==> config.mk <==
export PLATFORM = sky130hd
export DESIGN_NAME = btn_debounce
export DESIGN_NICKNAME = d
export VERILOG_FILES = /design/src/rtl/btn_debounce.sv
export SDC_FILE = /design/constraint.sdc
export NUM_CORES = 1
export LEC_CHECK = 0
export ABC_AREA = 1
export CAP_MARGIN = 10
export CORE_MARGIN = 10
export CORE_UTILIZATION = 40
export CTS_CLUSTER_DIAMETER = 40
export DETAILED_ROUTE_END_ITERATION = 10
export MAX_ROUTING_LAYER = met4
export PLACE_DENSITY = 0.6
export SLEW_MARGIN = 20
export SYNTH_ARGS = -nofsm -noshare
export SYNTH_HDL_FRONTEND = slang
export SYNTH_SLANG_ARGS = --single-unit
==> constraint.sdc <==
create_clock -name clk -period 2.4 [get_ports clk]
set_clock_uncertainty 0.05 [all_clocks]
set_input_delay 0.48 -clock clk [delete_from_list [all_inputs] [get_ports clk]]
set_output_delay 0.48 -clock clk [all_outputs]
set_load 0.03 [all_outputs]
==> src/rtl/btn_debounce.sv <==
// btn_debounce: four-channel push-button conditioner.
// Each raw button is synchronised into clk through two flops. It is then
// debounced by a per-channel stability counter. The outputs are clean levels
// plus optional one-cycle press/release pulses.
// Optional feature macro: BTN_DEBOUNCE_EDGE_EN. When it is defined, the
// btn_rise/btn_fall pulse registers are built. Otherwise both ports are tied to 0.
module btn_debounce #(
    parameter int unsigned N               = 4,
    parameter int unsigned DEBOUNCE_CYCLES = 1000000,
    parameter int unsigned CW              = 24
) (
    input  logic         clk,
    input  logic         rst,
    input  logic [N-1:0] btn,
    output logic [N-1:0] btn_db,
    output logic [N-1:0] btn_rise,
    output logic [N-1:0] btn_fall
);

    localparam logic [CW-1:0] LAST = CW'(DEBOUNCE_CYCLES - 1);

    logic [N-1:0]  sync1;
    logic [N-1:0]  sync2;
    logic [N-1:0]  db_q;
    logic [CW-1:0] cnt [N];
    logic [N-1:0]  upd;

    // Two-flop synchroniser for the asynchronous raw inputs
    always_ff @(posedge clk) begin
        if (rst) begin
            sync1 <= '0;
            sync2 <= '0;
        end else begin
            sync1 <= btn;
            sync2 <= sync1;
        end
    end

    // A channel commits its pending change when the count has completed
    always_comb begin
        upd = '0;
        for (int unsigned i = 0; i < N; i++) begin
            upd[i] = (sync2[i] != db_q[i]) && (cnt[i] == LAST);
        end
    end

    // Per-channel stability counters and debounced levels
    always_ff @(posedge clk) begin
        if (rst) begin
            db_q <= '0;
            for (int unsigned i = 0; i < N; i++) begin
                cnt[i] <= '0;
            end
        end else begin
            for (int unsigned i = 0; i < N; i++) begin
                if (sync2[i] == db_q[i]) begin
                    cnt[i] <= '0;
                end else if (upd[i]) begin
                    db_q[i] <= sync2[i];
                    cnt[i]  <= '0;
                end else begin
                    cnt[i] <= cnt[i] + 1'b1;
                end
            end
        end
    end

    assign btn_db = db_q;

`ifdef BTN_DEBOUNCE_EDGE_EN
    logic [N-1:0] rise_q;
    logic [N-1:0] fall_q;

    // Pulses register in the same edge as the level change, so each pulse
    // lines up with the first cycle of the new btn_db value
    always_ff @(posedge clk) begin
        if (rst) begin
            rise_q <= '0;
            fall_q <= '0;
        end else begin
            rise_q <= upd & sync2;
            fall_q <= upd & ~sync2;
        end
    end

    assign btn_rise = rise_q;
    assign btn_fall = fall_q;
`else
    assign btn_rise = '0;
    assign btn_fall = '0;
`endif

endmodule
# Word-level counts from Yosys, hierarchy flattened
# Memory sizes are Yosys's and may differ from the RTL's.
# Index checks and enable logic that the tools add are counted.
dict set report word_totals {
  reg_bits 12
  ram_bits 96
  input_bits 6
  out_inout_bits 12
  n_memories 1
}
dict set report op_classes {
  addsub 4
  eq_ne 12
  n_mux 58
  bitwise_logic 16
  reduce_logical 8
}
# memory depth width rd rd_ports_with_merged_regs wr line
set memory_table {}
lappend memory_table {cnt 4 24 4 0 4 25} ;# logic [CW-1:0] cnt [N];
# op n
set ops {}
lappend ops {{two-way mux 24 bit} 12}
lappend ops {{adder 24 x 1 -> 24 bit, second input constant} 4}
lappend ops {{== test 24 x 20 -> 1 bit, second input constant} 4}
lappend ops {{two-way mux 1 bit} 46}
lappend ops {{bitwise OR 1 bit} 12}
lappend ops {{AND reduction 2 bit} 4}
lappend ops {{== test 1 bit} 4}
lappend ops {{logical AND 1 bit} 4}
lappend ops {{!= test 1 bit} 4}
lappend ops {{NOT 1 bit} 4}

# Depth between registers and ports, before layout
# Gate-level depths: netlist of the first run.
# An unclocked memory read counts as a cell.
dict set report depth {
  ltp_word 9
  ltp_mapped 9
}

# Worst setup path after synthesis of the first run
# OpenSTA, ideal clock, no wires.
dict set report synth_timing {
  kind {reg2reg}
  startpoint {memory cnt[3][0]}
  endpoint {memory cnt[3][16], data pin}
  setup_ns 0.254
  t_arrival_ns 1.326
  t_required_ns 2.096
  path_slack_ns 0.770
  path_stages_with_launch 10
  n_path_buf 1
  cell_sequence {edfxtp_1 -> ha_1 -> inv_1 -> nor2_4 -> nand2_4 -> nor2_4 -> nand3_2 -> nand2_4 -> buf_6 -> nor2_1}
}
# element line
set synth_lines {}
lappend synth_lines {{from (decl)} 25}

# Worst setup path after layout of the first run
dict set report layout_timing {
  startpoint {register db_q[1] (netlist: btn_db[1])}
  endpoint {output btn_db[1]}
}
# element line
set layout_lines {}
lappend layout_lines {{from (decl)} 24} ;# logic [N-1:0] db_q;
lappend layout_lines {{from (signal, indexed assignment)} 59} ;# db_q[i] <= sync2[i];
lappend layout_lines {{to (decl)} 15} ;# output logic [N-1:0] btn_db,
# No word-level cell between the ends.

==> results of run 1 <==
==> state kept, by name (all words and copies together) (netlist names) <==
signal	flops
cnt	96
sync2	4
btn_db	4
sync1	4
==> power by group through the flow <==
| stage | logic, mW | clock network [mW] | registers, mW |
|---|---|---|---|
| after floorplan | 0.187 | 0 | 2.22 |
| final | 0.210 | 1.54 | 2.20 |
| after detailed placement | 0.206 | 0 | 2.24 |
| after global routing | 0.249 | 1.65 | 2.22 |
| after global placement | 0.207 | 0 | 2.24 |
| after CTS | 0.208 | 1.58 | 2.20 |
==> cell usage after synthesis <==
| master | n | share of area [%] |
|---|---|---|
| a21oi_1 | 37 | 2.8 |
| a21oi_2 | 1 | 0.13 |
| buf_4 | 15 | 1.7 |
| buf_6 | 2 | 0.35 |
| clkinv_2 | 1 | 0.077 |
| conb_1 | 2 | 0.12 |
| dfxtp_1 | 12 | 3.7 |
| edfxtp_1 | 96 | 44 |
| ha_1 | 4 | 0.77 |
| inv_1 | 82 | 4.7 |
| inv_2 | 1 | 0.058 |
| nand2_1 | 198 | 11 |
| nand2_2 | 3 | 0.29 |
| nand2_4 | 2 | 0.35 |
| nand3_1 | 52 | 4.0 |
| nand3_2 | 6 | 0.92 |
| nand3b_1 | 10 | 1.2 |
| nand4_1 | 15 | 1.4 |
| nor2_1 | 212 | 12 |
| nor2_2 | 8 | 0.77 |
| nor2_4 | 3 | 0.52 |
| nor3_1 | 5 | 0.38 |
| nor3_2 | 1 | 0.15 |
| o21ai_0 | 5 | 0.38 |
| o21bai_1 | 4 | 0.46 |
| or2_0 | 3 | 0.29 |
| or2_2 | 2 | 0.19 |
| xnor2_1 | 23 | 3.1 |
| xor2_1 | 25 | 3.4 |
==> worst min-delay path, cell delays in order, from the launching register on <==
cell     delay (ns)
dfxtp_1        0.30
inv_1          0.04
nor2_1         0.03
==> layer usage <==
metal	wire, um	global-route usage, %
met5	0	-
met4	228	4.955
met3	344	2.167
met2	5463	19.00
met1	6586	16.41
==> cells by family (layout without fill, tap and decap cells) <==
kind of cell / after synthesis / after routing / share of synthesized area (%)
AO/OA/AOI/OAI: 47 / 47 / 3.818
adder cells (fa/ha/maj): 4 / 4 / 0.7675
XOR/XNOR: 48 / 48 / 6.447
buffers and inverters: 101 / 110 / 6.926
AND/OR/NAND/NOR: 520 / 520 / 34.04
other: 2 / 104 / 0.1152
flip-flops: 108 / 108 / 47.89
==> cell type report <==
class / instances / area, um^2 / share of cell area, %
Tap cell: 216 / 270.3 / 3.632
Clock inverter: 5 / 40.04 / 0.5381
Multi-Input combinational cell: 723 / 3329 / 44.75
Timing Repair Buffer: 10 / 97.59 / 1.312
Inverter: 84 / 316.6 / 4.254
Clock buffer: 11 / 264.0 / 3.548
Sequential cell: 108 / 3123 / 41.97
==> worst max-delay path by stage <==
stage | start | to | slack, ns | depth (start not counted)
after floorplan | cnt[3][0]$_SDFFCE_PN0P_ | cnt[3][16]$_SDFFCE_PN0P_ | 0.77 | 9
after global placement | rst | cnt[0][17]$_SDFFCE_PN0P_ | 0.29 | 6
after detailed placement | rst | cnt[2][12]$_SDFFCE_PN0P_ | 0.27 | 6
after CTS | btn_db[1]$_SDFFE_PP0P_ | btn_db[1] | 0.34 | 1
after global routing | cnt[2][0]$_SDFFCE_PN0P_ | cnt[2][21]$_SDFFCE_PN0P_ | 0.28 | 6
final | btn_db[1]$_SDFFE_PP0P_ | btn_db[1] | 0.35 | 1
==> metrics.txt, run 1 <==
WS Path Type reg -> out; first-pass GRT wire length 22250 um; Sw Ratio 24.10%; max frequency 488.1 MHz; Int Power 2.997 mW; Seq cells post-synth 108; Worst Hold Class reg -> reg; worst r2r path cells 6; hold endpoint sync2[2]$_SDFF_PP0_; CTS tree built; power per cell area 530.7 nW/um^2; fillcell total 1648; core region area 15940 um^2; CP Data Required Time 1.87 ns; vias in the first global route 4861; fin crit period 2.049 ns; DRT Pass-1 Iters 5; gpl congestion 0.9020; CP Data Arrival Time 1.52 ns; Syn Area/Cell 7.857 um^2; final core utilization 46.67%; final setup violation count 0; post-CTS sizing 0; Reg power frac 55.8%; Startpoint Class register; Total GRT Usage 12.55%; Seq/Total Area, Yosys 47.89%; Worst R2R Start cnt[2][0]$_SDFFCE_PN0P_; most frequent cells in the layout 212 x nor2_1, 198 x nand2_1, 104 x conb_1; Starting Density 40.90%; CTS Buffer Depth 2; # clock sinks 108; Syn Std Cell Area 6521 um^2; CP peak stage delay 0.72 ns; GRT Residual Overflow 0; Post-CTS Setup Bufs 0; nets 946; H-Tree Depth 3; clock power share 38.9%; setup ws final 0.3511 ns; Synth Instances 830; hold depth 2; CTS Buf Count 9; Iter 0 DRT Violations 343; Overall Power 3.949 mW; drt wl/cell 10.91 um; Reg-to-Reg End cnt[2][15]$_SDFFCE_PN0P_; initial antenna violation count 0; total die area 21810 um^2; Setup TNS Final 0 ns; Psw 951.5 uW; I/O pin total 18; via count 5149; status finished, final reports clean; Root Buffer clkbuf_16; Post-DP Area 7137 um^2; Final Max Slew Viols 0; Final ANT Viol Nets 0; cell family with most CP delay buffers and inverters; peak supply drop 0.3489 mV; CTS clock-pin slew for the worst setup and hold paths 0.07 ns; worst slack at placement 0.2702 ns; die height 147.7 um; DRC errors left 0; Synth-to-Final Area Change 14.10%; Skew-Pair Late Insertion Delay 0.36 ns; placed cell count 1141; final hold viol count 0; CP endpoint kind output pin; distinct cell type count after synthesis 29; critical path's slowest cell clkdlybuf4s50_1; fin area 7441 um^2; HPWL Detailed 9529 um; final period utilization 85.37%; Logic pwr share 5.3%; non-filler instance count after layout 1157; largest net degree at the start of global routing 25; layout cells sized above 1 4.782%; num rows 46; RSZ-0062 raised after global routing no; Hold Buf Count CTS 0; WHS 0.3516 ns; leak pwr 2.869 nW; Buffers & Inverters on Critical Path 1; Yosys Warn Count 0; R2R setup slack 0.47 ns; Total Routed Length 12620 um; CP Cell Sequence clkdlybuf4s50_1; crit-path max FO 3; most common cell after layout, fill and taps aside nor2_1; Antenna diodes 0; hold path startpoint sync1[2]$_SDFF_PP0_; Die X-Extent 147.7 um; Vias/cell 4.450; Port-buffer cells 9; max cap viols 0
Power figures use the tool's default switching activity.
==> inputs of run 2 (changes only) <==
- ABC_AREA: 1 -> not set
- CORE_MARGIN: 10 -> 5
==> run 2 against run 1 <==
Clock-buffer cell count up 4. First-iteration DRC count fell by 17%. Cell area fell by 8.0%. Via count is 12% lower. Maximum frequency shrank 6.6%. Core utilization rose by 0.43 points. Register-to-register slack worse by 0.26 ns. Routed wire length shrank 12%. Sequential share of layout area increased by 3.6 points. Non-clock buffer count rose by 12. Sequential cell count is the same. Critical endpoint is now cnt[1][20]$_SDFFCE_PN0P_. Largest cell class is now registers.
==> metrics.txt, run 2 <==
final period utilization 91.39%; worst slack at placement 0.1888 ns; num rows 44; Top reg by flops cnt; Synth Instances 580; Post-CTS Setup Bufs 0; Buffers & Inverters on Critical Path 0; Final Max Slew Viols 0; most common cell in the synthesized netlist edfxtp_1; CTS Buffer Depth 2; first-pass GRT wire length 18980 um; status finished, final reports clean; Primary FF master, synth edfxtp_1; layout cells sized above 1 6.078%; core region area 14530 um^2; peak supply drop 0.3523 mV; CTS tree built; Post-synth EDFFs 96; Setup TNS Final 0 ns; DRC errors left 0; Largest register FFs 96; Seq/Total Area, Yosys 52.79%; CTS Buf Count 9; CP endpoint kind register; Starting Density 40.70%; DRT Pass-1 Iters 5; Syn Area/Cell 10.20 um^2; Antenna diodes 0; H-Tree Depth 3; # clock sinks 108; Skew-Pair Late Insertion Delay 0.35 ns; Hold Buf Count CTS 0; post-CTS sizing 0; Synth-to-Final Area Change 15.74%; Root Buffer clkbuf_16; Vias/cell 5.151; Post-DP Area 6553 um^2; setup ws final 0.2066 ns; via count 4507; CP Cell Sequence ha_1 > nand3_1 > or3_1 > or4_1 > a21oi_1; critical path's slowest cell or3_1; die height 131.6 um; largest net degree at the start of global routing 19; GRT Residual Overflow 0; vias in the first global route 4246; fin area 6847 um^2; power per cell area 562.2 nW/um^2; CP Data Required Time 2.56 ns; crit-path max FO 10; Total Routed Length 11120 um; nets 696; Overall Power 3.849 mW; CP Data Arrival Time 2.35 ns; Iter 0 DRT Violations 286; most common cell after layout, fill and taps aside conb_1; Die X-Extent 131.6 um; RSZ-0062 raised after global routing no; distinct cell type count after synthesis 41; max cap viols 0; Total GRT Usage 13.40%; final hold viol count 0; Yosys top cell by area edfxtp_1; max frequency 455.9 MHz; Port-buffer cells 9; Post-synth ARST share 0%; final setup violation count 0; Final ANT Viol Nets 0; I/O pin total 18; top cell type's share of synthesized area 48.73%; total die area 17320 um^2; Syn Std Cell Area 5916 um^2; Startpoint Class register; leak pwr 2.215 nW; drt wl/cell 12.71 um; initial antenna violation count 0; WS Path Type reg -> reg; CTS clock-pin slew for the worst setup and hold paths 0.07 ns; Worst Hold Class reg -> reg; most frequent cells after synthesis 96 x edfxtp_1, 63 x nor2_1, 44 x a21oi_1; most frequent cells in the layout 104 x conb_1, 96 x edfxtp_1, 63 x nor2_1; Seq cells post-synth 108; cell family with most CP delay simple AND/OR/NAND/NOR gates; HPWL Detailed 8121 um; fin crit period 2.193 ns; CP peak stage delay 0.57 ns; Yosys Warn Count 0; top cells by area, synth edfxtp_1 49%, xnor2_1 5.6%, dfxtp_1 4.1%, nor2_1 4.0%, a21oi_1 3.7%; gpl congestion 0.8146
## run 2: final timing paths
kind                                         startpoint                       end  slack [ns]  cells past startpoint
worst max-delay path            cnt[1][0]$_SDFFCE_PN0P_  cnt[1][20]$_SDFFCE_PN0P_        0.21                      5
worst min-delay path                sync1[1]$_SDFF_PP0_       sync2[1]$_SDFF_PP0_        0.39                      1
worst max register to register  cnt[1][0]$_SDFFCE_PN0P_  cnt[1][20]$_SDFFCE_PN0P_        0.21                      5
worst min register to register      sync1[1]$_SDFF_PP0_       sync2[1]$_SDFF_PP0_        0.39                      1
## run 2: per-stage QoR
step | instances | hold WS (ns) | utilization (%)
6_report | 875 | 0.3870 | 47.11
5_1_grt | 875 | 0.4148 | 47.11
4_1_cts | 875 | 0.3873 | 47.11
3_5_place_dp | 859 | 0.3734 | 45.08
3_3_place_gp | 859 | 0.3721 | 45.08
2_1_floorplan | 682 | 0.3638 | -
## run 2: cell families (layout without fill, tap and decap cells)
group | after synthesis | count (layout) | synth area share, %
xor gates and xnor gates | 49 | 49 | 7.255
AOI/OAI and AO/OA | 97 | 97 | 9.497
DFF | 108 | 108 | 52.79
adders and majority gates | 4 | 4 | 0.8461
buffers and inverters | 49 | 58 | 4.040
and+or+nand+nor | 271 | 271 | 25.44
other | 2 | 104 | 0.1270
## run 2: final cells by class
cell class                 instances  area (um^2)
clock inverter                     1        5.005
inverter                          20        75.07
tap                              184        230.2
multi-input combinational        525         2937
sequential                       108         3123
timing repair buffer              22        187.7
clock buffer                      15        289.0
fill                            1439         7687
## run 2: metal layers
metal	vias to the layer above	wire length, um	share of wire [%]	track usage [%]
met4	0	226	2.0	5.829
met5	-	0	0	-
met2	65	5499	49	22.01
li1	2285	-	-	-
met1	2135	5047	45	16.04
met3	22	346	3.1	2.676
## run 2: report_power, final
part | internal, mW | switching [mW] | total [mW]
Combinational | 0.0700 | 0.113 | 0.183
Clock | 0.824 | 0.637 | 1.46
Sequential | 2.12 | 0.0830 | 2.20
## run 2: worst reg2reg max path, delay by kind of cell, from the launching register on
kind                       cells  cell delay, ns
DFF                            1            0.41
adders and majority gates      1            0.20
AOI/OAI and AO/OA              1            0.16
and+or+nand+nor                3            1.22
